--- src/rtl/int_alu_pkg.sv ---
// Shared definitions for the integer arithmetic blocks.
// Holds the state encoding of the sequential divider FSM.
package int_alu_pkg;

    typedef enum logic [1:0] {
        IDLE = 2'd0,
        CALC = 2'd1,
        DONE = 2'd2
    } div_state_e;

endpackage : int_alu_pkg

--- src/rtl/int_divider_seq.sv ---
// Sequential restoring integer divider, one quotient bit per clock.
// A start in IDLE or DONE latches the operands. A nonzero divisor runs WIDTH
// shift-subtract iterations in CALC, then writes the results on DONE entry.
// A zero divisor goes straight to DONE with quotient all-ones and
// remainder = dividend.
// Optional macro DIV_SIGNED_EN adds the signed_op port. The signs are
// stripped when the operands are accepted and restored on DONE entry, so
// signed and unsigned divisions take the same number of cycles.
module int_divider_seq
    import int_alu_pkg::*;
#(
    parameter int WIDTH = 8
) (
    input  logic             clk,
    input  logic             rst_n,
    input  logic             start,
    input  logic [WIDTH-1:0] dividend,
    input  logic [WIDTH-1:0] divisor,
`ifdef DIV_SIGNED_EN
    input  logic             signed_op,
`endif
    output logic             busy,
    output logic             done,
    output logic [WIDTH-1:0] quotient,
    output logic [WIDTH-1:0] remainder,
    output logic             div_by_zero
);

    localparam int               CW       = $clog2(WIDTH + 1);
    localparam logic [CW-1:0]    LAST_CNT = CW'(WIDTH);
    localparam logic [CW-1:0]    CNT_ONE  = CW'(1);
    localparam logic [WIDTH-1:0] ONE_W    = WIDTH'(1);

    div_state_e       state_q, state_d;
    logic [CW-1:0]    cnt_q, cnt_d;
    logic [WIDTH:0]   rem_q, rem_d;      // partial remainder, one guard bit
    logic [WIDTH-1:0] quo_q, quo_d;      // dividend shifts out, quotient shifts in
    logic [WIDTH-1:0] dvs_q, dvs_d;
    logic [WIDTH-1:0] quotient_q, quotient_d;
    logic [WIDTH-1:0] remainder_q, remainder_d;
    logic             dbz_q, dbz_d;

    logic [WIDTH+1:0] shifted;
    logic [WIDTH+1:0] diff;
    logic [WIDTH-1:0] dd_mag;
    logic [WIDTH-1:0] dv_mag;

`ifdef DIV_SIGNED_EN
    logic neg_quo_q, neg_quo_d;
    logic neg_rem_q, neg_rem_d;
    logic dd_neg, dv_neg;
`endif

    // Operand magnitudes presented to the array at acceptance time
    always_comb begin
`ifdef DIV_SIGNED_EN
        dd_neg = signed_op & dividend[WIDTH-1];
        dv_neg = signed_op & divisor[WIDTH-1];
        dd_mag = dd_neg ? (~dividend + ONE_W) : dividend;
        dv_mag = dv_neg ? (~divisor + ONE_W) : divisor;
`else
        dd_mag = dividend;
        dv_mag = divisor;
`endif
    end

    // Trial subtraction: bring down the next dividend bit and subtract the divisor
    assign shifted = {rem_q, quo_q[WIDTH-1]};
    assign diff    = shifted - {2'b00, dvs_q};

    // FSM and datapath next-state logic
    always_comb begin
        state_d     = state_q;
        cnt_d       = cnt_q;
        rem_d       = rem_q;
        quo_d       = quo_q;
        dvs_d       = dvs_q;
        quotient_d  = quotient_q;
        remainder_d = remainder_q;
        dbz_d       = dbz_q;
`ifdef DIV_SIGNED_EN
        neg_quo_d   = neg_quo_q;
        neg_rem_d   = neg_rem_q;
`endif
        case (state_q)
            CALC: begin
                if (cnt_q == LAST_CNT) begin
                    // All bits resolved; publish results with signs restored
                    state_d = DONE;
                    dbz_d   = 1'b0;
`ifdef DIV_SIGNED_EN
                    quotient_d  = neg_quo_q ? (~quo_q + ONE_W) : quo_q;
                    remainder_d = neg_rem_q ? (~rem_q[WIDTH-1:0] + ONE_W)
                                            : rem_q[WIDTH-1:0];
`else
                    quotient_d  = quo_q;
                    remainder_d = rem_q[WIDTH-1:0];
`endif
                end else begin
                    cnt_d = cnt_q + CNT_ONE;
                    if (!diff[WIDTH+1]) begin
                        rem_d = diff[WIDTH:0];
                        quo_d = {quo_q[WIDTH-2:0], 1'b1};
                    end else begin
                        rem_d = shifted[WIDTH:0];
                        quo_d = {quo_q[WIDTH-2:0], 1'b0};
                    end
                end
            end
            default: begin
                // IDLE and DONE both accept a new request
                if (start) begin
                    if (divisor == '0) begin
                        state_d     = DONE;
                        quotient_d  = '1;
                        remainder_d = dividend;
                        dbz_d       = 1'b1;
                    end else begin
                        state_d = CALC;
                        cnt_d   = '0;
                        rem_d   = '0;
                        quo_d   = dd_mag;
                        dvs_d   = dv_mag;
`ifdef DIV_SIGNED_EN
                        neg_quo_d = dd_neg ^ dv_neg;
                        neg_rem_d = dd_neg;
`endif
                    end
                end else if (state_q == DONE) begin
                    state_d = IDLE;
                end
            end
        endcase
    end

    // State registers; reset abandons any division in flight
    always_ff @(posedge clk or negedge rst_n) begin
        if (!rst_n) begin
            state_q     <= IDLE;
            cnt_q       <= '0;
            rem_q       <= '0;
            quo_q       <= '0;
            dvs_q       <= '0;
            quotient_q  <= '0;
            remainder_q <= '0;
            dbz_q       <= 1'b0;
`ifdef DIV_SIGNED_EN
            neg_quo_q   <= 1'b0;
            neg_rem_q   <= 1'b0;
`endif
        end else begin
            state_q     <= state_d;
            cnt_q       <= cnt_d;
            rem_q       <= rem_d;
            quo_q       <= quo_d;
            dvs_q       <= dvs_d;
            quotient_q  <= quotient_d;
            remainder_q <= remainder_d;
            dbz_q       <= dbz_d;
`ifdef DIV_SIGNED_EN
            neg_quo_q   <= neg_quo_d;
            neg_rem_q   <= neg_rem_d;
`endif
        end
    end

    assign busy        = (state_q == CALC);
    assign done        = (state_q == DONE);
    assign quotient    = quotient_q;
    assign remainder   = remainder_q;
    assign div_by_zero = dbz_q;

endmodule : int_divider_seq

--- config.mk ---
export PLATFORM = sky130hd
export DESIGN_NAME = int_divider_seq
export DESIGN_NICKNAME = d
export VERILOG_FILES = /design/src/rtl/int_alu_pkg.sv /design/src/rtl/int_divider_seq.sv
export SDC_FILE = /design/constraint.sdc
export NUM_CORES = 1
export LEC_CHECK = 0
export ABC_AREA = 1
export CORE_ASPECT_RATIO = 0.75
export CORE_MARGIN = 4
export CORE_UTILIZATION = 30
export CTS_BUF_LIST = sky130_fd_sc_hd__clkbuf_4 sky130_fd_sc_hd__clkbuf_8
export DETAILED_ROUTE_END_ITERATION = 10
export GPL_TIMING_DRIVEN = 0
export PLACE_DENSITY = 0.57
export SLEW_MARGIN = 20
export SYNTH_ARGS = -nofsm -noshare
export SYNTH_HDL_FRONTEND = slang
export SYNTH_SLANG_ARGS = --single-unit
--- constraint.sdc ---
create_clock -name clk -period 2 [get_ports clk]
set_clock_uncertainty 0.2 [all_clocks]
set_input_delay 0.3 -clock clk [delete_from_list [all_inputs] [get_ports clk]]
set_output_delay 0.3 -clock clk [all_outputs]
set_load 0.05 [all_outputs]
# [Word-level counts from Yosys, hierarchy flattened]
# Cells that the tools add are included.
[word_totals] register_bits=48 out_inout_bits=19 elab_cells=57
[classes] add_sub_neg=2 n_eq_ne=6 mux=31 bitwise=2 reduce_logical=8
[ops] op="2-to-1 mux 8 bit" n=12
[ops] op="2-to-1 mux 9 bit" n=5
[ops] op="2-to-1 mux 4 bit" n=4
[ops] op="2-to-1 mux 2 bit" n=5
[ops] op="subtractor 10 x 8 -> 10 bit" n=1
[ops] op="AND reduction 3 bit" n=3
[ops] op="logical NOT 8 bit" n=1
[ops] op="2-to-1 mux 1 bit" n=5
[ops] op="adder 4 x 1 -> 4 bit (second input constant)" n=1
[ops] op="== test 4 bit (second input constant)" n=1
[ops] op="inequality test 2 bit (second input constant)" n=2
[ops] op="nonzero test 2 bit" n=2
[ops] op="nonzero test 3 bit" n=1
[ops] op="== test 2 x 1 -> 1 bit (second input constant)" n=1
[ops] op="== test 2 bit (second input constant)" n=1
[ops] op="inequality test 2 x 1 -> 1 bit (second input constant)" n=1
[ops] op="inverter 1 bit" n=2
[ops] op="AND reduction 2 bit" n=1

# [Depth between registers and ports, before layout]
# Gate-level depths: netlist (run 1).
[logic_depth] depth_word=4 mapped_depth=14 depth_no_buf=14

# [Least setup slack after synthesis (run 1)]
# OpenSTA, ideal clock, no wires.
[synth_timing] kind="reg-to-reg" start="reg quo_q[7]" end="reg rem_q[6]" setup_ns=0.118 t_arrival_ns=1.548 slack_ns=0.134 stages_incl_launch_ff=14 n_path_buf=0 period_less_slack_ns=1.866 path_cell_list="dfrtp_1 -> inv_1 -> ha_1 -> fa_1 -> inv_1 -> nand3_1 -> nand2_1 -> nand2_1 -> nand3_1 -> nand2_1 -> inv_1 -> nand2_1 -> nand3_1 -> nand2_1"
[synth_between] elab_chain_cells=4
[synth_rtl] element="start: declaration" line_no="int_divider_seq.sv:37" rtl="logic [WIDTH-1:0] quo_q, quo_d;"
[synth_rtl] element="start signal: assignment" line_no="int_divider_seq.sv:155" rtl="quo_q <= quo_d;"
[synth_rtl] element="subtractor 10 x 8 -> 10 bit" line_no="int_divider_seq.sv:69" rtl="assign diff = shifted - {2'b00, dvs_q};"
[synth_rtl] element="2-to-1 mux 9 bit" line_no="int_divider_seq.sv:101" rtl="if (!diff[WIDTH+1]) begin"
[synth_rtl] element="2-to-1 mux 9 bit" line_no="int_divider_seq.sv:87" rtl="if (cnt_q == LAST_CNT) begin"
[synth_rtl] element="2-to-1 mux 9 bit" line_no="int_divider_seq.sv:85" rtl="case (state_q)"
[synth_rtl] element="end signal: assignment" line_no="int_divider_seq.sv:154" rtl="rem_q <= rem_d;"
[synth_rtl] element="end: declaration" line_no="int_divider_seq.sv:36" rtl="logic [WIDTH:0] rem_q, rem_d;"
# No other way between the ends. The select of a mux whose other input is x is not followed.
# A chain may end at the register's enable or synchronous reset.

# [Final worst setup path (run 1)]
[layout_timing] start="reg quo_q[7]" end="reg rem_q[4]"
# Same word-level chain as after synthesis.

==> metrics.log, run 1 <==
[metrics] status: complete, no violations
[metrics] internal power summed over all cells: ~0.0036 W
[metrics] total core area: between 9000 and 10000 um^2
[metrics] actual slew at the worst max-slew pin: roughly 600 ps
[metrics] sw power: 0.003437 W
[metrics] worst-path maximum fanout: 3
[metrics] post-synthesis cell count: approximately 340
[metrics] netlist area before placement: approximately 2800 um^2
[metrics] max-slew violations: 0
[metrics] Sw Share: between 40% and 50%
[metrics] count of endpoints failing setup in the final report: 0
[metrics] count of flip-flops with a built-in enable after synthesis: 0
[metrics] vias in the first global route: between 2000 and 2500
[metrics] mean post-synth cell area: ~8 um^2
[metrics] required time at the endpoint of the critical path: ~2100 ps
[metrics] HPWL Detailed: slightly above 5000 um
[metrics] clock tree from TritonCTS: built
[metrics] DR pass1 iterations: 4
[metrics] final worst path period need: 1974 ps
[metrics] Max Clk Rate: about 500 MHz
[metrics] Final Cell Area: between 3000 and 4000 um^2
[metrics] clock latency reported for the late side of the worst-skew pair: between 300 and 400 ps
[metrics] distinct cell type count after synthesis: 31
[metrics] worst min-delay path category: reg2reg
[metrics] sequential share of power: 23.4%
[metrics] Async SR Flop Fraction: 100.0%
[metrics] wire length of the first global-routing pass: 11750 um
[metrics] Syn Nets: between 300 and 400
[metrics] initial cell density of the core: a little under a third
[metrics] die outline height: 91.30 um
[metrics] Critical Path Source Type: flip-flop
[metrics] clock transition at the register clock pins on the worst setup and hold paths after CTS: 100 ps
[metrics] pwr dens: around 1900 nW/um^2
[metrics] total I/O pin count: 38
[metrics] Num Clock Sinks: 48
[metrics] startpoint-to-endpoint class of the critical path: reg2reg
[metrics] count of port buffers added during placement: 37
[metrics] least setup slack across all paths after layout: roughly 26 ps
[metrics] count of nets after finishing: approximately 440
[metrics] Inserted Diodes: 0
[metrics] Yosys warning count: 0
[metrics] Setup crit end kind: flip-flop
[metrics] non-filler instance count after layout: around 540
[metrics] weighted congestion reported at the end of routability-driven placement: slightly below 0.8
[metrics] area enclosed by the die boundary: 10870 um^2
[metrics] number of cell rows: 30
[metrics] routed wire length: 7115 um
[metrics] area growth from synthesis to layout: 35.84%
[metrics] worst-case headroom to the max-slew limit: between 50% and 60%
[metrics] final-layout worst hold slack: 299.3 ps
[metrics] number of failing hold endpoints at the final stage: 0
[metrics] initial antenna violation count: 0
[metrics] unrepaired setup endpoints after global routing: true
[metrics] Inst Count DP: between 500 and 600
[metrics] maximum level of the CTS H-tree: 2
[metrics] WP data arrival: a little over 2000 ps
[metrics] pin count of the biggest net entering global routing: 49
[metrics] uppermost metal layer occupied by signal nets: met4
[metrics] Routed WL per cell: 13.27 um
[metrics] aggregate global routing overflow: 0
[metrics] instance area after placement: 3303 um^2
[metrics] share of the cycle needed by the critical path after routing: between 90% and 100%
[metrics] Max-Cap Viols: 0
[metrics] synthesis-stage register bit count: 48
[metrics] number of remaining DRC errors: 0
[metrics] combinational fraction of design power: approximately 66%
[metrics] buffer type at the clock tree root: clkbuf_8
[metrics] clock network power share: 10.2%
[metrics] most instantiated flip-flop cell in the synthesis netlist: dfrtp_1
[metrics] DR iter-0 viols: 164
[metrics] total leakage power: between 1.5 and 2 nW
[metrics] overall die width: 119.1 um
[metrics] total CTS buffers: 5
[metrics] DR vias: around 2500
[metrics] detailed-routed wire length on met2: roughly 3100 um
[metrics] routed metal-1 wirelength: around 3600 um
[metrics] sequential-to-total area share from yosys stat: 43.28%
[metrics] maximum root-to-sink buffer count: 2
[metrics] aggregate global-route resource usage: a little over an eighth
[metrics] ratio of routed vias to standard cells: ~4.6
[metrics] ratio of cells with drive above 1 in the final layout: around 22%
[metrics] total power after layout: 0.007016 W
[metrics] worst voltage drop across the vdd grid: 763.2 uV
[metrics] post-detailed-route count of antenna-violating nets: 0
[metrics] minimum setup slack after placement: -154.3 ps
[metrics] met3 routed wirelength: between 300 and 400 um
## metrics by stage
stage          setup TNS (ps)  utilization (%)
2_1_floorplan               0                -
3_3_place_gp           -52080            36.54
3_5_place_dp            -3391            36.51
4_1_cts                     0            39.41
5_1_grt                -632.8            41.67
6_report                    0            41.67
## path summary, 6_finish.rpt
kind	startpoint	endpoint	slack, ps	depth (start not counted)
max in group asynchronous	rst_n	rem_q[1]	810	2
worst max register to register	quo_q[7]	rem_q[4]	30	11
worst min register to register	remainder[7]	remainder[7]	300	2
worst min-delay path	remainder[7]	remainder[7]	300	2
worst max-delay path	quo_q[7]	rem_q[4]	30	11
min in group asynchronous	rst_n	state_q[0]	330	2
## registers in the layout, summed over array words and instances, names as in the netlist
signal and cells:
dvs_q 8, quotient 8, div_by_zero 1, state_q 2
cnt_q 4, remainder 8, rem_q 9, quo_q 8
## power by group through the flow
stage	Sequential (W)	Clock, W	Combinational, W
2_1_floorplan	0.00181	0	0.00266
3_3_place_gp	0.00161	0	0.00373
3_5_place_dp	0.00162	0	0.00381
4_1_cts	0.00163	0.000738	0.00414
5_1_grt	0.00168	0.000786	0.00520
6_report	0.00164	0.000716	0.00466
## layout by cell type (no fill, tap or decap), drive strengths merged
cell	synthesis	routed
inv	57	57
o21ai	12	12
o211ai	8	8
xnor2	1	1
nand2	113	114
nand3	34	34
clkbuf	0	7
dlygate4sd2	0	5
dlymetal6s2s	0	13
o221ai	8	8
nor3	1	1
clkinv	0	1
dfrtp	48	48
a21oi	12	12
xor2	4	4
clkdlybuf4s15	0	1
nand4	3	4
ha	10	10
nor2	22	22
bufinv	0	1
a22oi	1	1
dlygate4sd3	0	1
fa	1	1
buf	9	25
clkdlybuf4s50	0	17
## cell families (layout without fill, tap and decap cells)
family	after synthesis	count (layout)	synth area share (%)
and+or+nand+nor	173	175	29.71
DFF	48	48	43.28
AOI/OAI and AO/OA	41	41	9.829
xor gates and xnor gates	5	5	1.578
buffers and inverters	66	128	10.37
adders and majority gates	11	11	5.230
## synthesized netlist by cell type (2+ instances only)
cell type  number  area (um^2)
a21oi_1        11        55.05
buf_2           2        10.01
buf_4           2        15.01
buf_6           4        45.04
dfrtp_1        48         1201
ha_1           10        125.1
inv_1          52        195.2
inv_2           5        18.77
nand2_1       107        401.6
nand2_2         4        25.02
nand2_4         2        22.52
nand3_1        30        150.1
nand3_2         2        20.02
nand3_4         2        35.03
nand4_1         2        12.51
nor2_1         16        60.06
nor2_4          4        45.04
o211ai_1        8        60.06
o21ai_0        11        55.05
o221ai_1        8        70.07
xor2_1          4        35.03
## cell type report
cell class	instances	area, um^2
buffer	9	75.07
fill	929	5276
timing repair buffer	54	524.3
sequential	48	1205
clock inverter	2	35.03
multi-input combinational	232	1480
inverter	57	214.0
tap	128	160.2
clock buffer	6	76.32
## layer usage
layer | vias to the layer above | track usage (%)
li1 | 1229 | -
met1 | 1174 | 19.69
met2 | 52 | 19.75
met3 | 5 | 3.674
met4 | 0 | 2.314
met5 | - | 0
## timing repair
item | 4_1_cts | 5_1_grt
endpoints found under the setup margin | 16 | 25
buffers inserted | 3 | 13
hold buffers | 1 | 0
pin swaps | 7 | 24
resized for setup | 24 | 38
gates cloned | 2 | 0
endpoints found under the hold margin | 48 | 0
## worst max-delay path: stages (launching register included)
cell and delay (ps):
dfrtp_1 380, inv_2 80, ha_4 170, fa_2 380
inv_2 70, nand3_2 80, nand2_4 100, xor2_1 190
inv_1 70, nand2_1 70, nand3_1 60, nand2_1 60
No activity file was read; power rests on OpenSTA's default activity.
==> run 2, diff against run 1 <==
Settings changed: HOLD_SLACK_MARGIN set to 0.06.
==> results of run 2 <==
Same layout as run 1: the final DEF is identical, and so are final timing and power.
==> run 3, diff against run 2 <==
Settings changed: CELL_PAD_IN_SITES_DETAIL_PLACEMENT set to 1, CELL_PAD_IN_SITES_GLOBAL_PLACEMENT set to 2, PLACE_DENSITY 0.57 to 0.84, SLEW_MARGIN 20 to 5.
==> run 3 against run 2 <==
Net effect:
- die area did not move
- critical path type unchanged
- setup slack better by 8.3 ps
- sequential power is essentially flat
- critical path depth fell by 1
- first-iteration DRC count is 29% lower
- largest power group unchanged
- sequential cell count unchanged
- clock power is 18% lower
==> metrics.log, run 3 (same netlist as run 1, synthesis figures left out) <==
[metrics] slack of the worst reg-to-reg path: 30 ps (about the same)
[metrics] post-detailed-route count of antenna-violating nets: 0 (unchanged)
[metrics] WP data arrival: 1970 ps (was 2020 ps)
[metrics] maximum level of the CTS H-tree: 2 (unchanged)
[metrics] commonest non-fill, non-tap cell in the layout: nand2_1 (unchanged)
[metrics] Setup crit end kind: flip-flop (unchanged)
[metrics] commonest non-fill, non-tap cells in the layout: 90 x nand2_1, 43 x inv_1, 43 x dfrtp_1 (was 95 x nand2_1, 46 x inv_1, 45 x dfrtp_1)
[metrics] maximum root-to-sink buffer count: 2 (unchanged)
[metrics] clock transition at the register clock pins on the worst setup and hold paths after CTS: 90 ps (was 100 ps)
[metrics] wire length of the first global-routing pass: 13010 um (was 11750 um)
[metrics] least setup slack across all paths after layout: 34.41 ps (was 26.12 ps)
[metrics] Critical-path top delay cell: dfrtp_2 (was dfrtp_1)
[metrics] status: complete, no violations (unchanged)
[metrics] area enclosed by the die boundary: 10870 um^2 (unchanged)
[metrics] worst-case headroom to the max-slew limit: 65.65% (was 59.08%)
[metrics] total power after layout: 0.007182 W (was 0.007016 W)
[metrics] area of the multi-input gates: 1544 um^2 (was 1480 um^2)
[metrics] depth of the most critical reg-to-reg path: 10 (was 11)
[metrics] DR vias: 2522 (was 2460)
[metrics] weighted congestion reported at the end of routability-driven placement: 0.7644 (was 0.7710)
[metrics] startpoint of the most critical setup path: rem_q[5] (was quo_q[7])
[metrics] startpoint-to-endpoint class of the critical path: reg2reg (unchanged)
[metrics] aggregate global-route resource usage: 14.89% (was 13.38%)
[metrics] count of port buffers added during placement: 37 (unchanged)
[metrics] share of the cycle needed by the critical path after routing: 98.28% (was 98.69%)
[metrics] pwr dens: 1874 nW/um^2 (was 1861 nW/um^2)
[metrics] final-layout worst hold slack: 233.1 ps (was 299.3 ps)
[metrics] worst min-delay path category: in2async (was reg2reg)
[metrics] flip-flop count of the largest register after layout: 9 (unchanged)
[metrics] number of failing hold endpoints at the final stage: 0 (unchanged)
[metrics] Routed WL per cell: 14.80 um (was 13.27 um)
[metrics] overall die width: 119.1 um (unchanged)
[metrics] Setup Total Neg Slack: 0 ps (unchanged)
[metrics] delay of the slowest cell on the worst path: 440 ps (was 380 ps)
[metrics] initial antenna violation count: 0 (unchanged)
[metrics] area growth from synthesis to layout: 38.10% (was 35.84%)
[metrics] total CTS buffers: 5 (unchanged)
[metrics] register area: 1207 um^2 (was 1205 um^2)
[metrics] cells traversed along the worst timing path: ha_4, nand2_2, nor2_4, nand3_4, nand3_4, nand2_8, nand2_8, nand2_1, nand3_1, nand2_1 (was inv_2, ha_4, fa_2, inv_2, nand3_2, nand2_4, xor2_1, inv_1, nand2_1, nand3_1, nand2_1)
[metrics] total I/O pin count: 38 (unchanged)
[metrics] clock latency reported for the late side of the worst-skew pair: 310 ps (about the same)
[metrics] die outline height: 91.30 um (unchanged)
[metrics] ratio of routed vias to standard cells: 4.679 (was 4.590)
[metrics] max-slew violations: 0 (unchanged)
[metrics] pin count of the biggest net entering global routing: 36 (was 49)
[metrics] DR pass1 iterations: 4 (unchanged)
[metrics] total core area: 9046 um^2 (unchanged)
[metrics] final worst path period need: 1966 ps (was 1974 ps)
[metrics] clock tree from TritonCTS: built (unchanged)
[metrics] DR iter-0 viols: 117 (was 164)
[metrics] Inserted Diodes: 0 (unchanged)
[metrics] minimum setup slack after placement: -170.9 ps (was -154.3 ps)
[metrics] number of cell rows: 30 (unchanged)
[metrics] filler cell count in the final layout: 1096 (was 929)
[metrics] Max-Cap Viols: 0 (unchanged)
[metrics] required time at the endpoint of the critical path: 2010 ps (was 2050 ps)
[metrics] ratio of cells with drive above 1 in the final layout: 27.01% (was 22.30%)
[metrics] worst reg2reg endpoint: rem_q[8] (was rem_q[4])
[metrics] Critical Path Source Type: flip-flop (unchanged)
[metrics] Max Clk Rate: 508.8 MHz (was 506.6 MHz)
[metrics] actual slew at the worst max-slew pin: 514.5 ps (was 613.8 ps)
[metrics] total leakage power: 1.914 nW (was 1.887 nW)
[metrics] utilization after layout: 42.37% (was 41.67%)
[metrics] routed wire length: 7978 um (was 7115 um)
[metrics] aggregate global routing overflow: 0 (unchanged)
[metrics] vias in the first global route: 2535 (was 2360)
[metrics] initial cell density of the core: 30.68% (unchanged)
[metrics] unrepaired setup endpoints after global routing: true (unchanged)
[metrics] worst-path maximum fanout: 5 (was 3)
[metrics] Worst R2R Start: rem_q[5] (was quo_q[7])
[metrics] HPWL Detailed: 5932 um (was 5172 um)
[metrics] number of remaining DRC errors: 0 (unchanged)
[metrics] Num Clock Sinks: 48 (unchanged)
[metrics] count of nets after finishing: 441 (was 437)
[metrics] buffer type at the clock tree root: clkbuf_8 (unchanged)
[metrics] last element of the critical path: rem_q[8] (was rem_q[4])
[metrics] count of endpoints failing setup in the final report: 0 (unchanged)
[metrics] worst voltage drop across the vdd grid: 891.5 uV (was 763.2 uV)
[metrics] Top reg by flops: rem_q (unchanged)
-- run 3: cell count changes in the layout (fill, tap and decap cells not counted), moves of 3 or more --
cell and change:
nand3_1 -5, inv_2 +3, nand2_2 +4, inv_1 -3, nand2_1 -5, nand3_2 +5
dlymetal6s2s_1 -3
-- run 3: cell type report --
| class | count | share of cell area [%] |
|---|---|---|
| Multi-Input combinational cell | 232 | 40.29 |
| Sequential cell | 48 | 31.51 |
| Timing Repair Buffer | 58 | 14.36 |
| Inverter | 57 | 5.583 |
| Tap cell | 128 | 4.179 |
| Clock buffer | 6 | 1.992 |
| Buffer | 9 | 1.959 |
| Clock inverter | 1 | 0.1306 |
-- run 3: report_power, final --
group	total, W	switching (W)	internal, W
sequential	0.00165	0.000298	0.00135
clock	0.000584	0.000332	0.000252
combinational	0.00494	0.00301	0.00193
-- run 3: worst min path at each step --
stage                               to  slack, ps  cells past startpoint
after floorplan               cnt_q[0]       -200                      0
after global placement    remainder[7]        280                      2
after detailed placement    state_q[1]         30                      1
after CTS                   state_q[0]        230                      2
after global routing        state_q[0]        270                      2
final                       state_q[0]        230                      2
-- run 3: timing repair --
item	4_1_cts	5_1_grt
setup buffers	5	14
hold endpoints to repair	48	0
gates cloned	2	0
pin swaps	7	29
gates resized for setup	28	52
hold buffers	1	0
endpoints found under the setup margin	17	22
-- run 3: per-layer routing --
layer	GRT usage [%]	wire length (um)
met1	22.63	4137
met3	3.176	241
met4	2.700	74
met5	0	0
met2	21.77	3524
-- run 3: worst max-delay path, delay by kind of cell (launching register included) --
kind / cells / cell delay, ps
fa+ha+maj: 1 / 290
flops: 1 / 440
simple gates: 9 / 940
-- run 3: through the flow --
step / std cells / instance area [um^2]
final: 539 / 3832
after global routing: 539 / 3832
after CTS: 525 / 3571
after detailed placement: 510 / 3321
after global placement: 509 / 3306
after floorplan: 344 / 2775
==> edit: new RTL, flow settings as in run 3 <==
Register the input `start` before use, without a reset. The logic sees it one clock later. The other inputs are not delayed to match.
--- a/src/rtl/int_divider_seq.sv
+++ b/src/rtl/int_divider_seq.sv
@@ -30,6 +30,12 @@
     localparam logic [CW-1:0]    LAST_CNT = CW'(WIDTH);
     localparam logic [CW-1:0]    CNT_ONE  = CW'(1);
     localparam logic [WIDTH-1:0] ONE_W    = WIDTH'(1);
+
+    logic start_q;
+
+    always_ff @(posedge clk) begin
+        start_q <= start;
+    end
 
     div_state_e       state_q, state_d;
     logic [CW-1:0]    cnt_q, cnt_d;
@@ -109,7 +115,7 @@
             end
             default: begin
                 // IDLE and DONE both accept a new request
-                if (start) begin
+                if (start_q) begin
                     if (divisor == '0) begin
                         state_d     = DONE;
                         quotient_d  = '1;
Check against the original RTL: not equivalent (Yosys sat finds a counterexample within 4 cycles, from zero or initial values and one cycle with rst_n low).
==> edit against run 3 <==
Wire length down 2.4%; sequential cell count increased by 1; largest power group unchanged; setup slack got worse by 0.015 ns; area after synthesis down 0.36%; total power decreased by 9.0%; critical path depth decreased by 2; fmax shrank 0.77%; final area fell by 1.8%; clock power rose by 11%; sequential power fell by 7%.
==> edit: results (changes against run 3) <==
[pwr]
leakage_nw=1.84  ; -3.7%
irDropWorstVdd_mv=0.647  ; -27%
seqPwrFrac=0.234  ; +0.004
intPower_w=0.00331  ; -6.4%
power_w=0.00654  ; -9.0%
power_density_nw_per_um2=1740  ; -7.3%

[setup_path]
arrival_ns=1.99  ; +0.02 ns
r2r_end=rem_q[6]$_DFFE_PN0P_
reg2regPathDepth=8  ; -2
worstReg2RegStart=rem_q[6]$_DFFE_PN0P_

[synth]
avgSynthCellArea_sq_um=7.97  ; -1.2%
ys_seq_area_frac=0.442  ; +0.00881
synth.cells.most_frequent=nand2_1, inv_1, dfrtp_1
synth_xor_area_frac=0.0127  ; -0.00311
synth_compound_area_frac=0.107  ; +0.00850
ys_async_sr_fraction=0.980  ; -0.0204

[drt]
met1Wirelength_um=4100  ; -0.80%
route.met2.wl_um=3350  ; -4.9%
num_vias=2478  ; -1.7%

[outcome]
status=complete, no violations

[grt]
use_met2=0.223  ; +0.00502
grt_pass1_wl_um=13300  ; +2.0%
grt_max_degree=37  ; +2.8%
met1_usage=0.231  ; +0.00466
grt_pass1_vias=2603  ; +2.7%
grtUsageMet3=0.0299  ; -0.00187

[layout]
fin_nets=443  ; +0.45%
fillerInstances=1077  ; -1.7%
clk_share=0.0269  ; +0.00572
sh_seq_area=0.325  ; +0.0102
nNonClkBuffers=60  ; -10%
multi_input_cells=235  ; +1.3%
drive_gt1_frac=0.216  ; -0.0541
multiInputGateArea_sq_um=1500  ; -3.1%
n_clock_buffer=7  ; +1
buf_share=0.152  ; -0.0116

[place]
pre_cts_ws_ns=-0.347  ; -0.176 ns

[clock_tree]
cts.sinks=49  ; +2.1%
postCtsSetupBuffers=10  ; +5
cts.repair.resized=36  ; +29%

[sta]
slew-limit-headroom=0.656  ; about the same

[edit: worst max-delay path by stage]
stage / endpoint / slack [ns] / cells after the start
6_report: rem_q[6]$_DFFE_PN0P_ / 0.02 / 8
4_1_cts: remainder[7] / 0.0006 / 1
5_1_grt: rem_q[8]$_DFFE_PN0P_ / -0.11 / 12
3_3_place_gp: div_by_zero$_DFFE_PN0P_ / -1.10 / 1
2_1_floorplan: rem_q[6]$_DFFE_PN0P_ / 0.03 / 11
3_5_place_dp: rem_q[8]$_DFFE_PN0P_ / -0.35 / 11
[edit: worst reg2reg max path, delay by kind of cell, from the launching register on]
kind | cells | cell delay, ns
AOI/OAI and AO/OA | 1 | 0.25
buffers and inverters | 1 | 0.13
adders and majority gates | 1 | 0.27
and+or+nand+nor | 5 | 0.60
DFF | 1 | 0.43
[edit: stage by stage]
stage / hold slack, ns / std cells
final: 0.216 / 524
after global routing: 0.208 / 524
after CTS: 0.213 / 518
after detailed placement: 0.0297 / 497
after global placement: 0.266 / 496
after floorplan: -0.196 / 347
